==> src/rtl/pixel_framebuf.sv <==
// pixel_framebuf: 8x8 one-bit bitmap filled by a rasterizer's pixel strobes.
// When the rasterizer goes idle, the bitmap is drained row by row through a
// valid/ready port. The bitmap is then cleared for the next frame.
// Parameter DRAIN_BOTTOM_UP selects the drain order (0: rows 0..7, 1: rows 7..0).
// Optional macro DUP_DETECT_EN enables repeated-pixel detection. With it, a repeat
// pixel raises dup_err and is not counted. Without it, dup_err is tied low and
// every accepted strobe is counted.
module pixel_framebuf #(
    parameter int DRAIN_BOTTOM_UP = 0
) (
    input  logic       clk,
    input  logic       reset,
    input  logic       busy,
    input  logic       po,
    input  logic [2:0] xo,
    input  logic [2:0] yo,
    output logic       row_valid,
    input  logic       row_ready,
    output logic [2:0] row_idx,
    output logic [7:0] row_data,
    output logic [6:0] pix_cnt,
    output logic       frame_done,
    output logic       overrun,
    output logic       dup_err
);

    typedef enum logic [1:0] {
        IDLE    = 2'd0,
        CAPTURE = 2'd1,
        DRAIN   = 2'd2
    } state_t;

    localparam logic [2:0] FIRST_ROW = (DRAIN_BOTTOM_UP != 0) ? 3'd7 : 3'd0;
    localparam logic [2:0] LAST_ROW  = (DRAIN_BOTTOM_UP != 0) ? 3'd0 : 3'd7;
    localparam logic [6:0] CNT_MAX   = 7'd127;

    // Extract one 8-pixel row; bit n of the result is column n.
    function automatic logic [7:0] row_of(input logic [63:0] bm, input logic [2:0] r);
        row_of = bm[{r, 3'b000} +: 8];
    endfunction

    // Row that follows r in the configured drain order.
    function automatic logic [2:0] row_after(input logic [2:0] r);
        if (DRAIN_BOTTOM_UP != 0) begin
            row_after = r - 3'd1;
        end else begin
            row_after = r + 3'd1;
        end
    endfunction

    state_t      state_r;
    state_t      state_s;
    logic [63:0] bitmap_r;
    logic [63:0] bitmap_s;
    logic [6:0]  pix_cnt_r;
    logic        row_valid_r;
    logic [2:0]  row_idx_r;
    logic [7:0]  row_data_r;
    logic        frame_done_r;
    logic        overrun_r;
    logic        dup_err_r;

    logic [5:0]  pix_idx_s;
    logic        capture_s;
    logic        inc_s;
    logic        dup_s;
    logic        handshake_s;
    logic        final_s;
    logic        enter_drain_s;
`ifdef DUP_DETECT_EN
    logic        hit_s;
`endif

    // Pixel bookkeeping and drain handshake decode.
    always_comb begin
        pix_idx_s     = {yo, xo};
        capture_s     = po && (state_r != DRAIN);
        handshake_s   = (state_r == DRAIN) && row_valid_r && row_ready;
        final_s       = handshake_s && (row_idx_r == LAST_ROW);
        enter_drain_s = (state_r == CAPTURE) && !busy;
`ifdef DUP_DETECT_EN
        hit_s         = bitmap_r[pix_idx_s];
        inc_s         = capture_s && !hit_s;
        dup_s         = capture_s && hit_s;
`else
        inc_s         = capture_s;
        dup_s         = 1'b0;
`endif
    end

    // FSM next state and next bitmap contents.
    always_comb begin
        state_s  = state_r;
        bitmap_s = bitmap_r;
        case (state_r)
            IDLE: begin
                if (busy) begin
                    state_s = CAPTURE;
                end else begin
                    state_s = IDLE;
                end
            end
            CAPTURE: begin
                if (!busy) begin
                    state_s = DRAIN;
                end else begin
                    state_s = CAPTURE;
                end
            end
            DRAIN: begin
                if (final_s) begin
                    state_s = IDLE;
                end else begin
                    state_s = DRAIN;
                end
            end
            default: begin
                state_s = IDLE;
            end
        endcase
        if (capture_s) begin
            bitmap_s[pix_idx_s] = 1'b1;
        end else if (final_s) begin
            bitmap_s = 64'd0;
        end else begin
            bitmap_s = bitmap_r;
        end
    end

    // FSM state register.
    always_ff @(posedge clk or negedge reset) begin
        if (!reset) begin
            state_r <= IDLE;
        end else begin
            state_r <= state_s;
        end
    end

    // Bitmap, pixel count, sticky error flags and frame-done pulse.
    always_ff @(posedge clk or negedge reset) begin
        if (!reset) begin
            bitmap_r     <= 64'd0;
            pix_cnt_r    <= 7'd0;
            frame_done_r <= 1'b0;
            overrun_r    <= 1'b0;
            dup_err_r    <= 1'b0;
        end else begin
            bitmap_r     <= bitmap_s;
            frame_done_r <= final_s;
            overrun_r    <= overrun_r | (po && (state_r == DRAIN));
            dup_err_r    <= dup_err_r | dup_s;
            if (final_s) begin
                pix_cnt_r <= 7'd0;
            end else if (inc_s && (pix_cnt_r != CNT_MAX)) begin
                pix_cnt_r <= pix_cnt_r + 7'd1;
            end else begin
                pix_cnt_r <= pix_cnt_r;
            end
        end
    end

    // Drain port registers. Row data is loaded from the next-state bitmap on DRAIN entry.
    // This way, a pixel on the busy-falling edge already appears in the first row.
    always_ff @(posedge clk or negedge reset) begin
        if (!reset) begin
            row_valid_r <= 1'b0;
            row_idx_r   <= 3'd0;
            row_data_r  <= 8'd0;
        end else if (enter_drain_s) begin
            row_valid_r <= 1'b1;
            row_idx_r   <= FIRST_ROW;
            row_data_r  <= row_of(bitmap_s, FIRST_ROW);
        end else if (final_s) begin
            row_valid_r <= 1'b0;
            row_idx_r   <= 3'd0;
            row_data_r  <= 8'd0;
        end else if (handshake_s) begin
            row_valid_r <= 1'b1;
            row_idx_r   <= row_after(row_idx_r);
            row_data_r  <= row_of(bitmap_r, row_after(row_idx_r));
        end else begin
            row_valid_r <= row_valid_r;
            row_idx_r   <= row_idx_r;
            row_data_r  <= row_data_r;
        end
    end

    assign row_valid  = row_valid_r;
    assign row_idx    = row_idx_r;
    assign row_data   = row_data_r;
    assign pix_cnt    = pix_cnt_r;
    assign frame_done = frame_done_r;
    assign overrun    = overrun_r;
    assign dup_err    = dup_err_r;

endmodule

==> config.mk <==
export PLATFORM = sky130hd
export DESIGN_NAME = pixel_framebuf
export DESIGN_NICKNAME = d
export VERILOG_FILES = /design/src/rtl/pixel_framebuf.sv
export SDC_FILE = /design/constraint.sdc
export NUM_CORES = 1
export LEC_CHECK = 0
export ABC_AREA = 1
export BUFFER_PORTS_ARGS = -buffer_cell sky130_fd_sc_hd__buf_4
export CORE_MARGIN = 3
export CORE_UTILIZATION = 50
export CTS_BUF_LIST = sky130_fd_sc_hd__clkbuf_8
export CTS_CLUSTER_SIZE = 30
export DETAILED_ROUTE_END_ITERATION = 10
export PLACE_DENSITY = 0.67
export RECOVER_POWER = 100
export REMOVE_ABC_BUFFERS = 1
export SYNTH_ARGS = -nofsm -noshare
export SYNTH_HDL_FRONTEND = slang
export SYNTH_SLANG_ARGS = --single-unit
==> constraint.sdc <==
create_clock -name clk -period 2.65 [get_ports clk]
set_input_delay 0.265 -clock clk [delete_from_list [all_inputs] [get_ports clk]]
set_output_delay 0.265 -clock clk [all_outputs]
set_load 0.01 [all_outputs]
==> After elaboration in Yosys (flattened, before gate mapping) <==
Cells that the tools add are included.
{ "word_totals": {"register_bits": 87, "latch_bits": 0, "mem_bits_rw": 0, "romBits": 0, "input_bits": 11, "output_inout_bits": 22, "wordCells": 55, "n_memories": 0} }
{ "classes": {"add_sub_neg": 2, "n_mul": 0, "n_div": 0, "magnitude_cmp": 2, "n_eq_ne": 5, "shifts": 1, "n_mux": 21, "n_bitwise": 2, "n_reduce_logical": 13} }
{ "op_table": {"columns": ["cell", "count"], "rows": [
  ["two-way mux 64 bit", 2],
  ["OR 64 bit", 1],
  ["variable part select 64 x 7 -> 8 bit", 1],
  ["two-way mux 8 bit", 3],
  ["two-way mux 3 bit", 5],
  ["two-way mux 7 bit", 2],
  ["logical AND 1 bit", 8],
  ["adder 7 x 1 -> 7 bit, second input constant", 1],
  ["< comparator 6 x 7 -> 1 bit, second input constant", 1],
  ["inequality test 7 bit, second input constant", 1],
  ["demux 1 bit (select 6 bit)", 1],
  [">= comparator 6 x 1 -> 1 bit, second input constant", 1],
  ["one-hot mux 2 bit (3 select lines)", 1],
  ["two-way mux 1 bit", 5],
  ["two-way mux 2 bit", 2],
  ["nonzero test 2 bit", 2],
  ["adder 3 x 1 -> 3 bit, second input constant", 1],
  ["equality test 3 bit, second input constant", 1],
  ["nonzero test 3 bit", 1],
  ["equality test 2 x 1 -> 1 bit, second input constant", 1],
  ["equality test 2 bit, second input constant", 1],
  ["logical NOT 2 bit", 1],
  ["inequality test 2 bit, second input constant", 1],
  ["logical NOT 1 bit", 1],
  ["OR 1 bit", 1]
]} }

==> Depth between registers and ports, before layout <==
{ "depth": {"ltp_word": 10, "ltp_mapped": 9, "ltp_nobuf": 9} }

==> Worst setup path after synthesis <==
No wires, ideal clock.
{ "synth_timing": {"kind": "register -> register", "start": "register row_idx_r[0], in the netlist row_idx[0]", "end": "register row_data_r[2], in the netlist row_data[2]", "setup_time_ns": 0.124, "arrival_ns": 1.428, "required_time_ns": 2.526, "path_slack_ns": 1.097, "stages_incl_launch_ff": 9, "path_buffers": 2, "synth_period_minus_slack_ns": 1.553, "cell_sequence": "dfrtp_1 > ha_1 > buf_4 > clkinv_1 > buf_2 > nand3_1 > nand3_1 > nand3_1 > nand3_1"} }
{ "synth_between": {"elab_chain_len": 8, "word_cells_on_any_way": 13, "cone_classes": "add/sub: 1; eq/ne: 1; shift: 1; mux: 8; reduce/logical: 2"} }
{ "synth_rtl": {"columns": ["item", "line_no", "source"], "rows": [
  ["from (decl)", "57", "logic [2:0] row_idx_r;"],
  ["from (signal assigned)", "179", "row_idx_r <= row_after(row_idx_r);"],
  ["from (signal assigned)", "183", "row_idx_r <= row_idx_r;"],
  ["adder 3 x 1 -> 3 bit", "47", "row_after = r + 3'd1;"],
  ["two-way mux 3 bit", "177", "end else if (handshake_s) begin"],
  ["two-way mux 3 bit", "173", "end else if (final_s) begin"],
  ["two-way mux 3 bit", "169", "end else if (enter_drain_s) begin"],
  ["variable part select 64 x 7 -> 8 bit", "39", "row_of = bm[{r, 3'b000} +: 8];"],
  ["two-way mux 8 bit", "177", null],
  ["two-way mux 8 bit", "173", null],
  ["two-way mux 8 bit", "169", null],
  ["to (signal assigned)", "172", "row_data_r <= row_of(bitmap_s, FIRST_ROW);"],
  ["to (signal assigned)", "180", "row_data_r <= row_of(bitmap_r, row_after(row_idx_r));"],
  ["to (signal assigned)", "184", "row_data_r <= row_data_r;"],
  ["to (decl)", "58", "logic [7:0] row_data_r;"]
]} }
Parallel ways exist; a longest one is shown, timed or not. The select of a mux whose other input is x is not followed.
A chain may end at the register's enable or synchronous reset.

==> Worst setup path in the final report <==
{ "layout_timing": {"start": "register state_r[1]", "end": "register row_data_r[5], in the netlist row_data[5]"} }
{ "layout_between": {"elab_chain_len": 7, "word_cells_on_any_way": 13, "cone_classes": "eq/ne: 3; mux: 4; reduce/logical: 6"} }
{ "layout_rtl": {"columns": ["item", "line_no", "source"], "rows": [
  ["from (decl)", "51", "state_t state_r;"],
  ["from (signal assigned)", "135", "state_r <= state_s;"],
  ["equality test 2 bit", "78", "handshake_s = (state_r == DRAIN) && row_valid_r && row_ready;"],
  ["logical AND 1 bit (2 in a row)", "78", null],
  ["logical AND 1 bit", "79", "final_s = handshake_s && (row_idx_r == LAST_ROW);"],
  ["two-way mux 64 bit", "123", "end else if (final_s) begin"],
  ["two-way mux 64 bit", "121", "if (capture_s) begin"],
  ["two-way mux 8 bit", "169", null]
]} }
Parallel ways exist; a longest one is shown, timed or not. The select of a mux whose other input is x is not followed.

==> metrics.md <==
| Metric | Value |
|---|---|
| Routed via count | 4286 |
| I/O pins | 33 |
| Hold Crit Class | in2reg |
| Top_reg_cell synth | dfrtp_1 |
| Top post-synthesis cells by area | dfrtp_1 (46%), nand2_1 (16%), o21ai_0 (11%) |
| Number of routed nets with antenna violations | 0 |
| CP endpoint kind | register |
| Required @ worst endpoint | between 2 and 3 ns |
| Router iterations before antenna repair | 5 |
| CTS sink count | between 80 and 90 |
| Hold path start | busy |
| Std-Cell Rows | 34 |
| Top cell type's share of synthesized area | between 40% and 50% |
| Worst-margin pin slew | between 1.5 and 2 ns |
| First-pass GRT wire length | approximately 21 mm |
| Vias per cell | around 5.6 |
| Final setup viols | 0 |
| RePlAce Congestion | roughly 0.84 |
| Mean Syn Cell Area | around 7.4 µm² |
| Remaining global-route overflow | 0 |
| Layout Nets | between 600 and 700 |
| Status | finished with violations |
| Largest net degree at the start of global routing | between 50 and 60 |
| DIE HEIGHT | slightly above 100 µm |
| Post-Syn Area | between 0.004 and 0.005 mm² |
| Ys async rst share | between 90% and 100% |
| Clock slew at reported path FFs | around 0.090 ns |
| Setup CP Type | reg2reg |
| Max Slew Vio Count | 57 |
| Layout Skew | 0.0114 ns |
| Tcrit/Tclk final | 76.0% |
| Critical Path Source | state_r[1] |
| Fmax | just under 500 MHz |
| Core area | a little under 0.009 mm² |
| Cts bufs inserted | 9 |
| Leading area contributor after synthesis | dfrtp_1 |
| #FFs+latches synth | between 80 and 90 |
| Worst-path fanout max | 9 |
| Postcts setup bufs | 0 |
| Slew margin rel. | -0.380% |
| Synth Instances | 630 |
| Leakage | between 2 and 3 nW |
| CTS tree | built |
| Iteration-0 DRC Markers | 273 |
| Drt drc | 0 |
| Final Cell Area | slightly above 0.005 mm² |
| Fin crit period | around 2.0 ns |
| Synthesis-to-finish area growth | 7.62% |
| MaxCap Viol Count | 1 |
| Worst vdd ir | around 0.44 mV |
| Post-synthesis sequential area ratio | 46.5% |
| Detail Placement HPWL | just under 8 mm |
| Power after layout | 0.00428 W |
| Avg WL per Cell | 16.5 µm |
| Worst hold slack | 0.131 ns |
| FF-to-FF Start | state_r[1] |
| Unrepaired setup endpoints after global routing | no |
| Starting Density | about 53% |
| Number of synthesized flops with an enable pin | 0 |
| Layout cells sized above 1 | roughly 5.6% |
| GRT Util Overall | between 20 and 30% |
| Crit start category | register |
| Drt total wl | about 13 mm |
| H-tree depth | 3 |
| Port Buffers | 31 |
| Fin util | between 50 and 60% |
| Vias in the first global route | slightly above 4k |
| CTS Buffer Depth | 2 |
| Worst endpoint data arrival time | between 2 and 2.5 ns |
| Power per Cell Area | about 850 mW/mm² |
| Count of different cell masters after synthesis | 28 |
| TNS Setup | 0 ns |
| Root Buffer | clkbuf_8 |
| Post-synth top cells | nand2_1 (200), o21ai_0 (101), nand3_1 (91) |
| Hold Vio Cnt, Final | 0 |
| Die W | between 100 and 150 µm |
| Post-DP Area | roughly 0.0049 mm² |
| Full die area | 0.0106 mm² |
| Ant. Diodes | 0 |
| Synth warn | 0 |
| Most common cell in the netlist | nand2_1 |
| Initial antenna violation count | 0 |
| Failing checks | max-capacitance violations, max-slew violations |
| Clk_lat worst skew | around 0.36 ns |
==> per-layer routing <==
layer | track usage [%] | wire, µm | vias to the layer above
met3 | 4.60 | 703 | 25
li1 | - | - | 2079
met1 | 34.6 | 5710 | 2045
met5 | 0 | 0 | -
met4 | 9.16 | 288 | 0
met2 | 40.0 | 5930 | 137
==> worst max-delay path: stages (launching register included) <==
cell and delay (ns):
dfrtp_1 0.38, inv_1 0.06, nand3_1 0.18, inv_1 0.26, nor2_1 0.54, clkbuf_1 0.34, nand2_1 0.09, nand3_1 0.09
==> worst paths after layout <==
check	cells after the start	slack (ns)	endpoint
min in group asynchronous	2	0.79	frame_done
worst max-delay path	7	0.64	row_data[5]
worst min-delay path	3	0.13	state_r[0]
max in group asynchronous	2	0.93	bitmap_r[46]
worst max register to register	7	0.64	row_data[5]
worst min register to register	1	0.46	state_r[0]
==> cell families after synthesis <==
family | count (synthesis) | synth area share [%]
compound gates | 117 | 13.3
xor+xnor | 2 | 0.374
fa+ha+maj | 3 | 0.802
buf+inv | 101 | 10.2
flops | 87 | 46.5
other cells | 1 | 0.0801
simple gates | 319 | 28.8
==> through the flow <==
stage,std cells,worst slack [ns]
finish,767,0.637
global route,767,0.448
CTS,766,0.832
detailed placement,750,0.857
global placement,750,0.876
floorplan,603,0.329
==> state kept, by name, indices dropped and copies added (netlist names) <==
name and cells:
bitmap_r 64, row_data 8, pix_cnt 7, row_idx 3, state_r 2, frame_done 1, overrun 1, row_valid 1
==> cell type report <==
cell class	count	area, µm²
Clock inverter	6	85.1
Tap cell	108	135
Multi-Input combinational cell	442	1990
Clock buffer	10	138
Inverter	74	278
Sequential cell	87	2180
Timing Repair Buffer	40	234
Fill cell	863	3850
==> placed cells by master, fill, tap and decap left out <==
| cell type | count |
|---|---|
| o21ai_1 | 2 |
| o21ai_0 | 108 |
| nand4_1 | 2 |
| nand3_4 | 1 |
| inv_2 | 1 |
| o21ai_2 | 1 |
| a21oi_1 | 4 |
| clkbuf_1 | 21 |
| conb_1 | 1 |
| clkinv_1 | 2 |
| nor2_1 | 22 |
| nand3_1 | 92 |
| clkinvlp_4 | 1 |
| dlygate4sd3_1 | 1 |
| dfrtp_1 | 87 |
| buf_12 | 1 |
| nand2_4 | 1 |
| inv_1 | 72 |
| xor2_1 | 2 |
| clkbuf_8 | 10 |
| clkbuf_2 | 1 |
| buf_4 | 16 |
| clkinv_4 | 1 |
| clkinv_2 | 1 |
| bufinv_16 | 2 |
| a21o_1 | 1 |
| ha_1 | 3 |
| nand2_1 | 201 |
| o21bai_1 | 1 |
==> where the power goes <==
part | internal, W | switching (W) | total, W
combinational | 0.000511 | 0.00113 | 0.00164
sequential | 0.00147 | 0.000124 | 0.00159
clock | 0.000554 | 0.000496 | 0.00105
total | 0.00253 | 0.00175 | 0.00428
==> timing repair <==
item / CTS / global route
hold endpoints to repair: 0 / 1
hold buffers: 0 / 1
gates resized for setup: 0 / 0
No activity file was read; power rests on OpenSTA's default activity.
